--- src/rtl/sipo_deser_pkg.sv ---
// Shared types and helpers for the serial-in / parallel-out deserializer.
package sipo_deser_pkg;

    typedef enum logic {
        IDLE  = 1'b0,
        SHIFT = 1'b1
    } state_e;

    localparam int WIDTH_DEFAULT = 4;

    // Bits needed to hold values 0..n-1; never less than one.
    function automatic int clog2(input int n);
        int r;
        r = 0;
        while ((1 << r) < n) r = r + 1;
        if (r == 0) r = 1;
        return r;
    endfunction

endpackage

--- src/rtl/sipo_bit_cnt.sv ---
// Bit-position counter for the word being assembled; wraps to 0 after WIDTH-1.
module sipo_bit_cnt
    import sipo_deser_pkg::*;
#(
    parameter int WIDTH = WIDTH_DEFAULT
) (
    input  logic clk,
    input  logic rst,
    input  logic clr,
    input  logic inc,
    output logic last
);

    localparam int            CW     = clog2(WIDTH);
    localparam logic [CW-1:0] LAST_V = CW'(WIDTH - 1);

    logic [CW-1:0] cnt_q, cnt_d;

    // clr together with inc means "this bit is bit 0 of a fresh word".
    always_comb begin
        cnt_d = cnt_q;
        if (inc) begin
            if (clr)       cnt_d = CW'(1);
            else if (last) cnt_d = '0;
            else           cnt_d = cnt_q + CW'(1);
        end else if (clr) begin
            cnt_d = '0;
        end
    end

    assign last = (cnt_q == LAST_V);

    always_ff @(posedge clk) begin
        if (rst) cnt_q <= '0;
        else     cnt_q <= cnt_d;
    end

endmodule

--- src/rtl/sipo_deser.sv ---
// Serial-to-parallel deserializer with a one-word hold register, valid/ready
// handshake, and sticky overrun / framing-error flags.
module sipo_deser
    import sipo_deser_pkg::*;
#(
    parameter int WIDTH     = WIDTH_DEFAULT,
    parameter bit MSB_FIRST = 1'b1
) (
    input  logic             clk,
    input  logic             rst,
    input  logic             s_in,
    input  logic             s_en,
    input  logic             start,
    output logic [WIDTH-1:0] p_out,
    output logic             p_valid,
    input  logic             p_ready,
    output logic             busy,
    output logic             overrun,
    output logic             frame_err
);

    state_e           state_q, state_d;
    logic [WIDTH-1:0] sh_q, sh_d;
    logic [WIDTH-1:0] p_out_q, p_out_d;
    logic             p_valid_q, p_valid_d;
    logic             overrun_q, overrun_d;
    logic             frame_err_q, frame_err_d;

    logic cnt_last;
    logic restart;
    logic word_done;

    sipo_bit_cnt #(
        .WIDTH (WIDTH)
    ) u_bit_cnt (
        .clk  (clk),
        .rst  (rst),
        .clr  (restart),
        .inc  (s_en),
        .last (cnt_last)
    );

    always_comb begin
        sh_d = sh_q;
        if (s_en) begin
            if (MSB_FIRST) sh_d = {sh_q[WIDTH-2:0], s_in};
            else           sh_d = {s_in, sh_q[WIDTH-1:1]};
        end
    end

    // A start inside a word wins over completion: the partial word is dropped.
    always_comb begin
        state_d   = state_q;
        restart   = 1'b0;
        word_done = 1'b0;
        if (s_en) begin
            case (state_q)
                IDLE:  state_d = SHIFT;
                SHIFT: begin
                    if (start) begin
                        restart = 1'b1;
                    end else if (cnt_last) begin
                        word_done = 1'b1;
                        state_d   = IDLE;
                    end
                end
                default: state_d = IDLE;
            endcase
        end
    end

    // Hold register loads the word including the bit sampled on this edge.
    always_comb begin
        p_out_d     = p_out_q;
        p_valid_d   = p_valid_q;
        overrun_d   = overrun_q;
        frame_err_d = frame_err_q | restart;
        if (word_done) begin
            if (!p_valid_q || p_ready) begin
                p_out_d   = sh_d;
                p_valid_d = 1'b1;
            end else begin
                overrun_d = 1'b1;
            end
        end else if (p_valid_q && p_ready) begin
            p_valid_d = 1'b0;
        end
    end

    always_ff @(posedge clk) begin
        if (rst) begin
            state_q     <= IDLE;
            sh_q        <= '0;
            p_out_q     <= '0;
            p_valid_q   <= 1'b0;
            overrun_q   <= 1'b0;
            frame_err_q <= 1'b0;
        end else begin
            state_q     <= state_d;
            sh_q        <= sh_d;
            p_out_q     <= p_out_d;
            p_valid_q   <= p_valid_d;
            overrun_q   <= overrun_d;
            frame_err_q <= frame_err_d;
        end
    end

    assign p_out     = p_out_q;
    assign p_valid   = p_valid_q;
    assign busy      = (state_q == SHIFT);
    assign overrun   = overrun_q;
    assign frame_err = frame_err_q;

endmodule
--- config.mk ---
export PLATFORM = sky130hd
export DESIGN_NAME = sipo_deser
export DESIGN_NICKNAME = d
export VERILOG_FILES = /design/src/rtl/sipo_deser_pkg.sv /design/src/rtl/sipo_bit_cnt.sv /design/src/rtl/sipo_deser.sv
export SDC_FILE = /design/constraint.sdc
export NUM_CORES = 1
export LEC_CHECK = 0
export CORE_AREA = 10 10 47 49
export CTS_CLUSTER_DIAMETER = 100
export DETAILED_ROUTE_END_ITERATION = 10
export DIE_AREA = 0 0 57 59
export PLACE_DENSITY = 0.71
export SYNTH_ARGS = -nofsm -noshare
export SYNTH_HDL_FRONTEND = slang
export SYNTH_HIERARCHICAL = 1
export SYNTH_SLANG_ARGS = --single-unit
--- constraint.sdc ---
create_clock -name clk -period 1.8 [get_ports clk]
set_input_delay 0.18 -clock clk [delete_from_list [all_inputs] [get_ports clk]]
set_output_delay 0.18 -clock clk [all_outputs]
set_load 0.01 [all_outputs]
-- Word-level counts from Yosys, hierarchy flattened
Cells that the tools add are included.
- multiplexer cells: 18
- bitwise gates (word level): 3
- reductions and logical operators: 8
- add/sub/neg operators: 1
- equal/unequal tests: 2
- operators by type and width (kind ; count):
    two-way mux 1 bit ; 12
    two-way mux 2 bit ; 4
    AND reduction 2 bit ; 3
    two-way mux 4 bit ; 1
    nonzero test 2 bit ; 2
    adder 2 x 1 -> 2 bit, second input constant ; 1
    equality test 2 bit, second input constant ; 1
    != test 2 x 1 -> 1 bit, second input constant ; 1
    NOT 1 bit ; 2
    case mux 1 bit (2 select lines) ; 1
    logical AND 1 bit ; 1
    zero test 1 bit ; 1
    logical OR 1 bit ; 1
    bitwise OR 1 bit ; 1
- bits of input ports: 6
- bits in registers: 14

-- Depth between registers and ports, before layout
Gate-level depths: netlist of the first run.
- depth after elaboration: 7
- mapped depth: 4
- gate-level depth less buffers: 4

-- Cells and area by module
The synthesis of the first run kept the hierarchy.
- by module, submodules not included (module ; cells an instance ; seq. area each (um^2) ; instances ; area an instance (um^2)):
    sipo_deser ; 42 ; 240.2 ; 1 ; 465.4
    sipo_bit_cnt ; 9 ; 40.0 ; 1 ; 102.6

-- Least setup slack after synthesis of the first run
No wires, ideal clock.
- kind: register to register
- from: reg u_bit_cnt.cnt_q[0]
- to: reg p_out_q[0] (netlist: p_out[0])
- arrival: 1194 ps
- period minus slack after synthesis: 1315 ps
- slack: 485 ps
- data required time: 1679 ps
- stages on the path, launching flop included: 5
- cell sequence: dfxtp_1 -> ha_1 -> and4b_4 -> and2b_4 -> mux2_4
- longest elaborated chain between the ends: 6
- ends and longest elaborated chain (what ; line ; RTL):
    start, declared ; sipo_bit_cnt.sv:17 ; logic [CW-1:0] cnt_q, cnt_d;
    start signal, assigned ; sipo_bit_cnt.sv:35 ; else cnt_q <= cnt_d;
    equality test 2 bit ; sipo_bit_cnt.sv:31 ; assign last = (cnt_q == LAST_V);
    named net cnt_last ; sipo_deser.sv:29 ; logic cnt_last;
    two-way mux 1 bit ; sipo_deser.sv:62 ; end else if (cnt_last) begin
    two-way mux 1 bit ; sipo_deser.sv:60 ; if (start) begin
    two-way mux 1 bit ; sipo_deser.sv:57 ; case (state_q)
    two-way mux 1 bit ; sipo_deser.sv:56 ; if (s_en) begin
    AND reduction 2 bit (no line) ; n/a ;
    end signal, assigned ; sipo_deser.sv:101 ; p_out_q <= p_out_d;
    end, declared ; sipo_deser.sv:24 ; logic [WIDTH-1:0] p_out_q, p_out_d;
The timed path passes the listed nets, and every way through them passes these cells.
A chain may end at the register's enable or synchronous reset.

-- Worst setup path in the final report of the first run
- from: reg u_bit_cnt.cnt_q[0]
- to: reg p_out_q[2] (netlist: p_out[2])
The elaborated chain is that of the path after synthesis.

==> results of run 1 <==
[critical path: cells and delay by family (launching register included)]
family        cells  cell delay (ns)
mux               1             0.31
simple gates      2             0.46
flops             1             0.36
fa+ha+maj         1             0.19
[kinds of logic (layout without fill, tap and decap cells)]
| kind of cell | after synthesis | count (layout) | synth area share, % |
|---|---|---|---|
| compound gates | 3 | 3 | 3.74 |
| mux | 9 | 9 | 19.4 |
| simple gates | 21 | 21 | 22.0 |
| buf+inv | 3 | 20 | 3.30 |
| flops | 14 | 14 | 49.3 |
| fa+ha+maj | 1 | 1 | 2.20 |
[metal layers]
layer  global-route usage [%]  up-vias
li1                         -      210
met1                     8.18      179
met2                     9.61        8
met3                     3.65        2
met4                     6.04        0
met5                        0        -
[area by class of cell]
type                    instances  area share (%)
flip-flops and latches         14            37.1
repair buffers                 15            19.2
multi-input cells              34            35.7
clock buffers                   4            4.81
well taps                      16            2.65
inverters                       1           0.498
[stage by stage]
step	area [µm²]	utilization (%)	hold WS [ns]	power, mW
2_1_floorplan	568	-	0.257	0.358
3_3_place_gp	718	51.2	0.451	0.382
3_5_place_dp	718	51.2	0.457	0.384
4_1_cts	754	53.8	0.477	0.607
5_1_grt	754	53.8	0.500	0.620
6_report	754	53.8	0.472	0.598
[power by group through the flow]
stage          logic (mW)  registers, mW  clock network [mW]
3_3_place_gp       0.0508          0.331                   0
5_1_grt            0.0580          0.325               0.237
3_5_place_dp       0.0519          0.332                   0
2_1_floorplan      0.0264          0.332                   0
6_report           0.0517          0.324               0.222
4_1_cts            0.0523          0.324               0.230
[cell usage after synthesis, drive strengths merged]
| master | n |
|---|---|
| inv | 1 |
| a31o | 1 |
| ha | 1 |
| mux2 | 4 |
| o21bai | 1 |
| buf | 1 |
| nor2 | 10 |
| nor4b | 1 |
| and3 | 1 |
| a21oi | 1 |
| nor3 | 2 |
| dfxtp | 14 |
| clkbuf | 1 |
| nor2b | 5 |
| and2b | 1 |
| mux2i | 5 |
| and4b | 1 |
[final timing paths]
path,from,to,slack (ns),cells past startpoint
min,frame_err,frame_err,0.47,2
max reg2reg,u_bit_cnt/cnt_q[0],p_out[2],0.37,4
min reg2reg,frame_err,frame_err,0.47,2
max,u_bit_cnt/cnt_q[0],p_out[2],0.37,4
[flip-flops by register name, indices dropped and copies added (netlist names)]
signal / cells
p_out: 4
sh_q: 4
u_bit_cnt/cnt_q: 2
busy: 1
frame_err: 1
overrun: 1
p_valid: 1
==> results.env, run 1 <==
SEQ_AREA_UM2=280
SHARE_COMB_OF_TOTAL_POWER_PCT=8.6
LAYOUT.FILLER_CELLS=127
IRDROPWORSTVDD_V=0.000490
AVGROUTEDWIREPERCELL_UM=12.9
TRITONCTS='built'
MINIMUM_PERIOD_IMPLIED_BY_THE_FINAL_WORST_SETUP_SLACK_NS=1.43
OUTCOME='finished, final reports clean'
MAX_SLEW.WORST_PIN.SLEW_NS=0.334
LARGEST_NET_DEGREE_AT_THE_START_OF_GLOBAL_ROUTING=10
SYNTH_SEQUENTIAL_AREA_RATIO_PCT=49.3
YOSYS_REGISTER_BITS=14
CELL_CHAIN_CRITICAL_PATH='ha_1, and4b_4, and2b_4, mux2_4'
WARNING_COUNT_FROM_THE_YOSYS_RUN=6
GLOBALROUTETOTALUTIL_PCT=7.16
CTS.REPAIR_TIMING.SETUP_BUFFER_COUNT=0
P_SEQ_SHARE_PCT=54.2
POST_CTS_RESIZED=0
VIASPERCELL=4.75
CP_PEAK_STAGE_DELAY_NS=0.36
FLOORPLAN.INITIALDENSITY_PCT=40.5
GRT_ANTENNA_BEFORE_REPAIR=0
CTS_MAX_PATH_BUFFERS=2
CELL_INTERNAL_PWR_mW=0.471
CRITICAL_PATH.SLOWEST_CELL='sky130_fd_sc_hd__dfxtp_1'
FLOORPLAN.CORE_AREA_UM2=1400
SHARE_OF_THE_SYNTHESIZED_AREA_IN_THE_TOP_CELL_TYPE_PCT=49.3
COMMONEST_NON_FILL_NON_TAP_CELL_IN_THE_LAYOUT='sky130_fd_sc_hd__dfxtp_1'
MAXSLEWVIOLCOUNT=0
CP_MAX_FO=4
FOOTPRINT_OF_THE_MULTI_INPUT_GATES_UM2=269
PLACE.GP.CONGESTION=0.756
SYNTH_TOP_CELL_BY_AREA='sky130_fd_sc_hd__dfxtp_1'
SYNTHCELLS=51
DRV.MAX_CAP_VIOLATION_COUNT=0
RSZ0062_AT_GRT='no'
CLOCKROOTBUFFER='sky130_fd_sc_hd__clkbuf_4'
NETSWITCHINGPOWER_mW=0.127
CTS.HOLD.BUFFERS_ADDED=0
SYNTH_AREA_UM2=568
CLK-INSERTION-DELAY-LATE_NS=0.28
SETUP.WORST_PATH.CLASS='reg -> reg'
ROUTE.MET3.WL_UM=92
ROW_COUNT=14
FIN_NETS=76
LAYOUT-DRIVE-GT1-SHARE_PCT=20.6
HIGHEST_LAYER='met4'
CRITPATHARRIVALTIME_NS=1.59
CHIPWIDTH_UM=57
SYNTH.NET_COUNT=58
YS_TYPES=17
SYNTHTOLAYOUTAREAGROWTH_PCT=32.8
DRC=0
DPL.CELL_COUNT=80
LAYOUT_COMMON_CELLS='sky130_fd_sc_hd__dfxtp_1 (14), sky130_fd_sc_hd__clkdlybuf4s50_1 (13), sky130_fd_sc_hd__nor2_1 (10)'
FIRST_PASS_ITERS=4
FINALHOLDVIOLCOUNT=0
WORST_SLEW_MARGIN_REL_PCT=77.7
ENDPOINT_KIND='flip-flop'
DIE_H_UM=59
MAX_FREQ_GHz=0.701
DRT_ITER0_DRC=4
DIE_AREA_UM2=3360
FINALSETUPTNS_NS=0
BOUNDARYPINS=14
CLK_TRANSITION_REPORTED_PATHS_NS=0.08
ROUTE.FINAL.WIRE_LENGTH_UM=1080
WORST_CLOCK_SKEW_NS=0.00174
DP_WORST_SETUP_SLACK_NS=0.237
POST_SYNTH_MAIN_AREA_CONTRIBUTORS='sky130_fd_sc_hd__dfxtp_1 (49%), sky130_fd_sc_hd__mux2_4 (11%), sky130_fd_sc_hd__mux2i_1 (8.8%), sky130_fd_sc_hd__nor2_1 (6.6%), sky130_fd_sc_hd__nor2b_1 (5.5%)'
SYN-MEAN-INSTANCE-AREA_UM2=11.1
STATIC-LEAKAGE-POWER_nW=0.311
VIA_COUNT=399
POWER_DENSITY_nW_PER_UM2=793
SHARE_CLK_OF_TOTAL_POWER_PCT=37.2
HTREE_NUM_LEVELS=1
FIN_WS_NS=0.373
P_SW_SHARE_PCT=21.2
POSTROUTEANTENNANETS=0
INSERTEDDIODECOUNT=0
CTS_BUFFERS=3
FINAL_MIN_PERIOD_OVER_CLOCK_PERIOD_PCT=79.3
TOTAL_CONGESTION_OVERFLOW=0
GRT_FIRST_PASS_WIRELENGTH_UM=1890
LAYOUT.CELLS.NON_FILLER=84
REPORT.FINAL.SETUP_VIOL=0
DP_HPWL_UM=810
MET2ROUTEDLENGTH_UM=449
WORST_SETUP_START_KIND='flip-flop'
TYPE_OF_THE_MOST_CRITICAL_HOLD_PATH='reg -> reg'
REQUIRED_NS=1.97
ROUTED_METAL_1_WIRE_LENGTH_UM=524
CTS.SINK_COUNT=14
NUMBER_OF_GLOBAL_ROUTE_VIAS_BEFORE_REPAIR=417
BUFFER_PORTS.INSERTED=13
(Power assumes the default switching activity.)
==> run 2, diff against run 1 <==
==> constraint.sdc (replaced) <==
create_clock -name clk -period 1.4 [get_ports clk]
set_input_delay 0.14 -clock clk [delete_from_list [all_inputs] [get_ports clk]]
set_output_delay 0.14 -clock clk [all_outputs]
set_load 0.01 [all_outputs]
==> run 2 against run 1 <==
  * Non-clock buffer count up 2
  * Sequential cell count stayed put
  * Highest routed layer unchanged
  * Critical path depth did not move
  * Largest cell class unchanged
  * Final cell count increased by 2.4%
  * Combinational power is 32% higher
  * Critical endpoint unchanged
  * Die area stayed put
  * Design area up 2.7%
==> results.env, run 2 (synthesis results as in run 1) <==
POWER_mW=0.766
TYPE_OF_THE_MOST_CRITICAL_HOLD_PATH='reg -> reg'
NUMBER_OF_GLOBAL_ROUTE_VIAS_BEFORE_REPAIR=395
DRC=0
AVGROUTEDWIREPERCELL_UM=12.9
TOTAL_CONGESTION_OVERFLOW=0
R2R-END='p_out[2]'
BUFFER_PORTS.INSERTED=13
CELL_CHAIN_CRITICAL_PATH='ha_2, and4b_4, and2b_4, mux2_4'
SYNTHTOLAYOUTAREAGROWTH_PCT=36.3
WORSTREGTOREGCELLS=4
LAYOUT-DRIVE-GT1-SHARE_PCT=27.1
WORSTSETUPENDPOINT='p_out[2]'
OUTCOME='finished, final reports clean'
CTS_BUFFERS=3
CTS.SINK_COUNT=14
PLACED_AREA_UM2=733
REQUIRED_NS=1.56
ROW_COUNT=14
CLOCKROOTBUFFER='sky130_fd_sc_hd__clkbuf_4'
RSZ0062_AT_GRT='no'
CRITPATHARRIVALTIME_NS=1.51
CP_PEAK_STAGE_DELAY_NS=0.34
CHIPWIDTH_UM=57
POWER_DENSITY_nW_PER_UM2=988
ENDPOINT_KIND='flip-flop'
DRV.MAX_CAP_VIOLATION_COUNT=0
MINIMUM_PERIOD_IMPLIED_BY_THE_FINAL_WORST_SETUP_SLACK_NS=1.35
MAXSLEWVIOLCOUNT=0
CLK-INSERTION-DELAY-LATE_NS=0.27
CLK_TRANSITION_REPORTED_PATHS_NS=0.08
MAX_SLEW.WORST_PIN.SLEW_NS=0.419
WORST_SETUP_START_KIND='flip-flop'
LAYOUT_COMMON_CELLS='sky130_fd_sc_hd__clkdlybuf4s50_1 (13), sky130_fd_sc_hd__dfxtp_1 (12), sky130_fd_sc_hd__nor2_1 (10)'
DRT_ITER0_DRC=3
CP_MAX_FO=4
DIE_AREA_UM2=3360
MAX_FREQ_GHz=0.741
FLOORPLAN.INITIALDENSITY_PCT=40.5
FIN_WS_NS=0.0502
GLOBALROUTETOTALUTIL_PCT=7.00
ROUTE.FINAL.WIRE_LENGTH_UM=1110
POSTROUTEANTENNANETS=0
GRT_FIRST_PASS_WIRELENGTH_UM=1860
INSERTEDDIODECOUNT=0
R2R-START='u_bit_cnt/cnt_q[0]'
FINAL_MIN_PERIOD_OVER_CLOCK_PERIOD_PCT=96.4
TRITONCTS='built'
CTS_MAX_PATH_BUFFERS=2
WORST_SLEW_MARGIN_REL_PCT=72.0
GRT_ANTENNA_BEFORE_REPAIR=0
LAYOUT.FILLER_CELLS=135
SETUP.WORST_PATH.CLASS='reg -> reg'
STATIC-LEAKAGE-POWER_nW=0.320
LARGEST_NET_DEGREE_AT_THE_START_OF_GLOBAL_ROUTING=12
CTS.HOLD.BUFFERS_ADDED=0
FIRST_PASS_ITERS=4
BOUNDARYPINS=14
CTS.REPAIR_TIMING.SETUP_BUFFER_COUNT=0
CRIT_START='u_bit_cnt/cnt_q[0]'
HTREE_NUM_LEVELS=1
DIE_H_UM=59
PLACE.GP.CONGESTION=0.778
IRDROPWORSTVDD_V=0.000667
FINALHOLDVIOLCOUNT=0
VIA_COUNT=416
DP_WORST_SETUP_SLACK_NS=-0.0920
LAYOUT.CORE_UTILIZATION_PCT=55.3
HOLD-WORST-SLACK_NS=0.475
COMMONEST_NON_FILL_NON_TAP_CELL_IN_THE_LAYOUT='sky130_fd_sc_hd__clkdlybuf4s50_1'
POST-ROUTE-CELL-AREA_UM2=774
CRITICAL_PATH.SLOWEST_CELL='sky130_fd_sc_hd__dfxtp_2'
VIASPERCELL=4.84
FLOORPLAN.CORE_AREA_UM2=1400
FIN_NETS=78
WORST_CLOCK_SKEW_NS=0.00294
DP_HPWL_UM=851
REPORT.FINAL.SETUP_VIOL=0
TIMING.REG2REG.SETUP_SLACK_NS=0.05
## run 2: cell count changes in the layout (fill, tap and decap cells not counted)
| cell | change |
|---|---|
| sky130_fd_sc_hd__dfxtp_2 | +2 |
| sky130_fd_sc_hd__ha_1 | -1 |
| sky130_fd_sc_hd__buf_4 | +2 |
| sky130_fd_sc_hd__dfxtp_1 | -2 |
| sky130_fd_sc_hd__ha_2 | +1 |
## run 2: worst min path at each step
stage,start,to,slack (ns),depth (start not counted)
after floorplan,rst,u_bit_cnt/cnt_q[1],0.22,1
after global placement,frame_err,frame_err,0.45,2
after detailed placement,frame_err,frame_err,0.46,2
after CTS,frame_err,frame_err,0.48,2
after global routing,frame_err,frame_err,0.50,2
final,frame_err,frame_err,0.48,2
## run 2: where the power goes
group / internal, mW / switching [mW] / total [mW]
sequential: 0.411 / 0.00742 / 0.418
combinational: 0.0395 / 0.0290 / 0.0685
clock: 0.158 / 0.121 / 0.279
total: 0.608 / 0.158 / 0.766
## run 2: timing repair
item | CTS | global route
resized for setup | 0 | 3
endpoints found under the hold margin | 0 | 0
endpoints found under the setup margin | 0 | 4
## run 2: routing by layer
metal	up-vias	routed length, µm	global-route usage (%)	share of wire, %
met5	-	0	0	0
met4	0	13	3.02	1.2
met3	2	97	3.65	8.7
met2	12	484	10.9	44
met1	193	515	7.84	46
li1	209	-	-	-
## run 2: final cells by class
type | count | area [µm²] | area share [%]
repair buffers | 17 | 160 | 20.7
multi-input cells | 34 | 272 | 35.1
inverters | 1 | 3.75 | 0.485
well taps | 16 | 20.0 | 2.58
clock buffers | 4 | 36.3 | 4.68
flip-flops and latches | 14 | 283 | 36.5
## run 2: stage by stage
stage	TNS (ns)	instances
final	0	86
after CTS	0	86
after global routing	0	86
after global placement	-0.404	82
after detailed placement	-0.444	82
after floorplan	0	51
## run 2: critical path: cells and delay by family, from the launching register on
| family | cells | cell delay (ns) |
|---|---|---|
| adder cells (fa/ha/maj) | 1 | 0.18 |
| flip-flops | 1 | 0.34 |
| multiplexers | 1 | 0.30 |
| AND/OR/NAND/NOR | 2 | 0.43 |
==> run 3, diff against run 2 <==
--- a/config.mk
+++ b/config.mk
@@ -9,6 +9,7 @@
 export CTS_CLUSTER_DIAMETER = 100
 export DETAILED_ROUTE_END_ITERATION = 10
 export DIE_AREA = 0 0 57 59
+export GPL_ROUTABILITY_DRIVEN = 0
 export PLACE_DENSITY = 0.71
 export SYNTH_ARGS = -nofsm -noshare
 export SYNTH_HDL_FRONTEND = slang
==> results of run 3 <==
The final DEF is identical to that of run 2; final timing and power are the same.
